**config.mk**
```make
export PLATFORM = sky130hd
export DESIGN_NAME = lsu_mem_ctrl
export DESIGN_NICKNAME = d
export VERILOG_FILES = /design/src/rtl/lsu_mem_ctrl.sv
export SDC_FILE = /design/constraint.sdc
export NUM_CORES = 1
export LEC_CHECK = 0
export BUFFER_PORTS_ARGS = -buffer_cell sky130_fd_sc_hd__buf_2
export CORE_MARGIN = 5
export CORE_UTILIZATION = 51
export DETAILED_ROUTE_END_ITERATION = 7
export PLACE_DENSITY = 0.81
export SKIP_CTS_REPAIR_TIMING = 1
export SYNTH_ARGS = -nofsm -noshare
export SYNTH_HDL_FRONTEND = slang
export SYNTH_SLANG_ARGS = --single-unit
```
**constraint.sdc**
```tcl
create_clock -name clk_i -period 2.29 [get_ports clk_i]
set_input_delay 0.5725 -clock clk_i [delete_from_list [all_inputs] [get_ports clk_i]]
set_output_delay 0.5725 -clock clk_i [all_outputs]
set_load 0.01 [all_outputs]
```
**src/rtl/lsu_mem_ctrl.sv**
```systemverilog
`default_nettype none
// ============================================================================
// Module      : lsu_mem_ctrl
// Description : RV32I load/store unit. Computes the effective address,
//               checks alignment and legality, drives a req/gnt/rvalid data
//               bus, lane-aligns store data, extracts and extends load data,
//               and writes loads back to the register file. A watchdog aborts
//               stalled bus accesses with a fault.
// Revision    : 1.0 - initial release
// ============================================================================
module lsu_mem_ctrl #(
  parameter logic [7:0] TIMEOUT_CYCLES = 8'd255
) (
  input  logic        clk_i,
  input  logic        rst_ni,
  input  logic        req_valid_i,
  output logic        req_ready_o,
  input  logic        is_store_i,
  input  logic [2:0]  funct3_i,
  input  logic [31:0] base_i,
  input  logic [31:0] offset_i,
  input  logic [31:0] store_data_i,
  input  logic [4:0]  dest_reg_i,
  output logic        mem_req_o,
  output logic        mem_we_o,
  output logic [31:0] mem_addr_o,
  output logic [31:0] mem_wdata_o,
  output logic [3:0]  mem_wstrb_o,
  input  logic        mem_gnt_i,
  input  logic        mem_rvalid_i,
  input  logic [31:0] mem_rdata_i,
  output logic        wr_en_o,
  output logic [4:0]  wr_reg_o,
  output logic [31:0] wr_data_o,
  output logic        done_o,
  output logic        fault_o
);

  typedef enum logic [2:0] {
    S_IDLE  = 3'd0,
    S_REQ   = 3'd1,
    S_WAIT  = 3'd2,
    S_WB    = 3'd3,
    S_DONE  = 3'd4,
    S_FAULT = 3'd5
  } state_t;

  state_t      state_q;
  logic [1:0]  ea_lo_q;
  logic [2:0]  funct3_q;
  logic        is_store_q;
  logic [4:0]  dest_q;
  logic [7:0]  wd_cnt_q;

  logic [31:0] ea_d;
  logic        bad_d;
  logic [3:0]  wstrb_d;
  logic [31:0] wdata_d;
  logic [31:0] ld_shift;
  logic [15:0] ld_half;
  logic [31:0] ld_data;
  logic        wd_expired;

  // Expiry is flagged during the last allowed REQ/WAIT cycle so that a
  // grant or rvalid arriving in that same cycle still takes priority.
  assign wd_expired = (TIMEOUT_CYCLES != 8'd0) && (wd_cnt_q == TIMEOUT_CYCLES - 8'd1);

  // Address generation, legality/alignment decode and store lane steering
  always_comb begin
    ea_d  = base_i + offset_i;
    bad_d = 1'b0;
    case (funct3_i)
      3'b000:  bad_d = 1'b0;
      3'b001:  bad_d = ea_d[0];
      3'b010:  bad_d = |ea_d[1:0];
      3'b100:  bad_d = is_store_i;
      3'b101:  bad_d = is_store_i | ea_d[0];
      default: bad_d = 1'b1;
    endcase
    case (funct3_i[1:0])
      2'b00: begin
        wstrb_d = 4'b0001 << ea_d[1:0];
        wdata_d = {4{store_data_i[7:0]}};
      end
      2'b01: begin
        wstrb_d = 4'b0011 << ea_d[1:0];
        wdata_d = {2{store_data_i[15:0]}};
      end
      default: begin
        wstrb_d = 4'b1111;
        wdata_d = store_data_i;
      end
    endcase
  end

  // Load data extraction and sign/zero extension from the latched address
  always_comb begin
    ld_shift = mem_rdata_i >> {ea_lo_q, 3'b000};
    ld_half  = ea_lo_q[1] ? mem_rdata_i[31:16] : mem_rdata_i[15:0];
    case (funct3_q)
      3'b000:  ld_data = {{24{ld_shift[7]}}, ld_shift[7:0]};
      3'b100:  ld_data = {24'd0, ld_shift[7:0]};
      3'b001:  ld_data = {{16{ld_half[15]}}, ld_half};
      3'b101:  ld_data = {16'd0, ld_half};
      default: ld_data = mem_rdata_i;
    endcase
  end

  // Access sequencer with registered bus, writeback and status outputs
  always_ff @(posedge clk_i or negedge rst_ni) begin
    if (!rst_ni) begin
      state_q     <= S_IDLE;
      ea_lo_q     <= 2'd0;
      funct3_q    <= 3'd0;
      is_store_q  <= 1'b0;
      dest_q      <= 5'd0;
      wd_cnt_q    <= 8'd0;
      req_ready_o <= 1'b1;
      mem_req_o   <= 1'b0;
      mem_we_o    <= 1'b0;
      mem_addr_o  <= 32'd0;
      mem_wdata_o <= 32'd0;
      mem_wstrb_o <= 4'd0;
      wr_en_o     <= 1'b0;
      wr_reg_o    <= 5'd0;
      wr_data_o   <= 32'd0;
      done_o      <= 1'b0;
      fault_o     <= 1'b0;
    end else begin
      wr_en_o <= 1'b0;
      done_o  <= 1'b0;
      fault_o <= 1'b0;
      case (state_q)
        S_IDLE: begin
          if (req_valid_i) begin
            ea_lo_q     <= ea_d[1:0];
            funct3_q    <= funct3_i;
            is_store_q  <= is_store_i;
            dest_q      <= dest_reg_i;
            req_ready_o <= 1'b0;
            if (bad_d) begin
              done_o  <= 1'b1;
              fault_o <= 1'b1;
              state_q <= S_FAULT;
            end else begin
              mem_req_o   <= 1'b1;
              mem_we_o    <= is_store_i;
              mem_addr_o  <= {ea_d[31:2], 2'b00};
              mem_wdata_o <= is_store_i ? wdata_d : 32'd0;
              mem_wstrb_o <= is_store_i ? wstrb_d : 4'd0;
              wd_cnt_q    <= 8'd0;
              state_q     <= S_REQ;
            end
          end
        end
        S_REQ: begin
          if (mem_gnt_i) begin
            mem_req_o <= 1'b0;
            mem_we_o  <= 1'b0;
            wd_cnt_q  <= 8'd0;
            if (is_store_q) begin
              done_o  <= 1'b1;
              state_q <= S_DONE;
            end else begin
              state_q <= S_WAIT;
            end
          end else if (wd_expired) begin
            mem_req_o <= 1'b0;
            mem_we_o  <= 1'b0;
            done_o    <= 1'b1;
            fault_o   <= 1'b1;
            state_q   <= S_FAULT;
          end else begin
            wd_cnt_q <= wd_cnt_q + 8'd1;
          end
        end
        S_WAIT: begin
          if (mem_rvalid_i) begin
            wr_en_o   <= (dest_q != 5'd0);
            wr_reg_o  <= dest_q;
            wr_data_o <= ld_data;
            done_o    <= 1'b1;
            state_q   <= S_WB;
          end else if (wd_expired) begin
            done_o  <= 1'b1;
            fault_o <= 1'b1;
            state_q <= S_FAULT;
          end else begin
            wd_cnt_q <= wd_cnt_q + 8'd1;
          end
        end
        default: begin
          req_ready_o <= 1'b1;
          state_q     <= S_IDLE;
        end
      endcase
    end
  end

endmodule
`default_nettype wire
```
==> results.md <==
- CP required: 2580 ps
- Cell Pwr Density: 1090 mW/mm²
- Max-slew headroom: 54.3%
- Via count: 7641
- Leak Pwr: 5.31 nW
- Post-synthesis mux area share: 5.88%
- Most common cell in the netlist: nand2_1
- Core area: 0.0146 mm²
- Synth Flop Type: dfrtp_1
- Commonest cells post-synth: 154 x nand2_1, 130 x dfrtp_1, 91 x o21ai_0
- Slew Limit Fails: 0
- Worst min-delay path class: in2async
- Final setup vio count: 1
- Global route total overflow: 0
- Max-Cap Viols: 0
- Family with the most delay on the worst path: compound AO/OA/AOI/OAI gates
- GPL Wtd Cong: 0.928
- Die footprint: 0.0174 mm²
- Crit share post-route: 104%
- Synth Area in Adders: 5.70%
- RSZ-0062 raised after global routing: yes
- DRT Pass-1 Iters: 7
- Post-synthesis xor/xnor area fraction: 3.11%
- Slew @ Worst Pin: 684 ps
- CTS root buf: clkbuf_16
- Mapped Cells: 859
- Largest family of logic cells by synthesized area: compound AO/OA/AOI/OAI gates
- Rows: 44
- Ys async rst share: 100%
- Synth top area share: 42.8%
- Setup crit end kind: flop
- Min Tclk post-route: 2380 ps
- Worst setup margin: -88.8 ps
- CTS sink count: 131
- Setup TNS: -88.8 ps
- ANT nets after route: 0
- Final Hold Viols: 0
- Total GRT Usage: 25.8%
- Dpl hpwl: 17500 µm
- Startpoint types: input port
- Area contributors post-synth: dfrtp_1 43%, nand2_1 7.6%, o21ai_0 6.0%, a21oi_1 5.6%, ha_1 5.4%
- H-tree levels: 4
- Syn avg cell area: 8.84 µm²
- CTS tree: built
- DR WL/cell: 16.9 µm
- Arrival @ worst endpoint: 2670 ps
- Clock latency on the worst-skew pair: 410 ps
- Largest net degree at the start of global routing: 86
- Synth warn: 0
- Antenna violations before repair: 1
- Peak VDD IR: 0.000585 V
- Layout cells sized above 1: 36.7%
- Area leader, netlist: dfrtp_1
- Area Overhead vs Synth: 39.0%
- Post-synthesis compound-gate area fraction: 21.7%
- Crit path max-delay cell type: a211oi_4
- Simple-gate share of the synthesized area: 16.5%
- Failing checks: negative setup slack
- CTS clk-pin slew, worst paths: 50 ps
- Slowest stage delay, CP: 340 ps
- WL final: 23200 µm
- Die Width: 132 µm
- Register area share after synthesis: 43.2%
- Most frequent CP cell: a31oi_4
- Worst Skew: 6.76 ps
- Initial Util: 52.0%
- Fin nets: 1351
- Die Y-Extent: 132 µm
- CP Max Fanout: 3
- Cell Area, Placed: 0.00972 mm²
- Number of library cell types mapped by synthesis: 64
- Via density: 5.57
- Outcome: finished with violations
- Buf+Inv Stages, Crit Path: 1
- Synth Cell Area: 0.00759 mm²
- Number of top-level pins: 253
- Post-synthesis register bit count: 131
- CTS Buf Count: 17
- Design area: 0.0106 mm²
- Port buffer count: 250
- CP Class: in2reg
- FMAX: 420 MHz
- Initial DRC Count: 555
- Vias in the first global route: 7471
- Clock Path Buffers: 2
- Wire length of the first global-routing pass: 37100 µm
- # DRC: 0
- Number of flops mapped to enable cells by yosys: 0
- CP cell instances: buf_8, ha_4, a21o_1, nand3_4, a211oi_4, o2111ai_4, a31oi_4, a31oi_4, o311ai_4, xnor2_1, o21ai_1
- Core Util, Final: 72.3%
==> per-stage QoR <==
stage,hold slack [ps],power (W),cells,setup slack [ps]
finish,90.9,0.0116,1373,-88.8
floorplan,277,0.00674,860,-307
global route,120,0.0123,1373,-168
CTS,97.3,0.0115,1367,-159
global placement,456,0.00861,1335,-580
detailed placement,465,0.00879,1335,-597
==> sequential cells by signal, summed over array words and instances (netlist names), 2 cells and up <==
signal,flops
wr_data_o,32
ea_lo_q,2
wd_cnt_q,8
state_q,3
dest_q,5
funct3_q,3
mem_wdata_o,32
wr_reg_o,5
mem_wstrb_o,4
mem_addr_o,30
==> layer usage <==
| layer | share of wire [%] | GRT usage (%) | vias to the layer above | routed length, µm |
|---|---|---|---|---|
| li1 | - | - | 3684 | - |
| met2 | 49 | 41.9 | 320 | 11300 |
| met3 | 8.4 | 7.10 | 38 | 1950 |
| met1 | 41 | 33.1 | 3599 | 9420 |
| met4 | 2.2 | 9.49 | 0 | 517 |
| met5 | 0 | 0 | - | 0 |
==> power by group <==
part	leakage (nW)	switching (W)	internal [W]
Clock	0.275	0.00103	0.00162
Combinational	3.38	0.00276	0.00212
Sequential	1.65	0.000681	0.00334
==> layout make-up <==
type | instances | area [µm²]
multi-input combinational | 657 | 4290
fill | 1086 | 4040
clock buffer | 19 | 443
timing repair buffer | 346 | 2090
antenna | 1 | 2.50
sequential | 131 | 3280
clock inverter | 13 | 136
inverter | 22 | 82.6
tap | 184 | 230
==> cell usage in the layout (no fill, tap or decap), types with 8 or more instances in the layout <==
cell | netlist | final
a21o_1 | 14 | 14
a21oi_1 | 85 | 79
buf_2 | 8 | 243
buf_4 | 2 | 91
clkbuf_16 | 0 | 18
dfrtp_1 | 130 | 130
ha_1 | 33 | 26
inv_1 | 22 | 21
mux2_2 | 11 | 11
mux2i_1 | 30 | 30
nand2_1 | 154 | 153
nand3_1 | 14 | 14
nand4_1 | 8 | 8
nor2_1 | 60 | 60
o21ai_0 | 91 | 66
o21ai_1 | 2 | 26
o31ai_1 | 29 | 26
xnor2_1 | 14 | 14
xor2_1 | 13 | 13
==> final timing paths <==
path                                            start                           to  slack [ps]  cells past startpoint
max in group asynchronous                      rst_ni   mem_addr_o[31]$_DFFE_PN0P_        1580                      2
min                                            rst_ni  mem_wdata_o[29]$_DFFE_PN0P_          90                      1
max                                         base_i[1]   mem_addr_o[31]$_DFFE_PN0P_         -90                     11
min in group clk_i                      dest_reg_i[3]        dest_q[3]$_DFFE_PN0P_         390                      2
max reg2reg                    state_q[1]$_DFFE_PN0N_   mem_addr_o[15]$_DFFE_PN0P_         160                      5
min reg2reg                mem_addr_o[27]$_DFFE_PN0P_   mem_addr_o[27]$_DFFE_PN0P_         470                      2
==> cells by family after synthesis <==
group           Yosys count
compound gates          268
fa+ha+maj                34
other cells               1
mux                      42
buf+inv                  72
simple gates            284
xor+xnor                 27
flops                   131
Power figures use the tool's default switching activity.
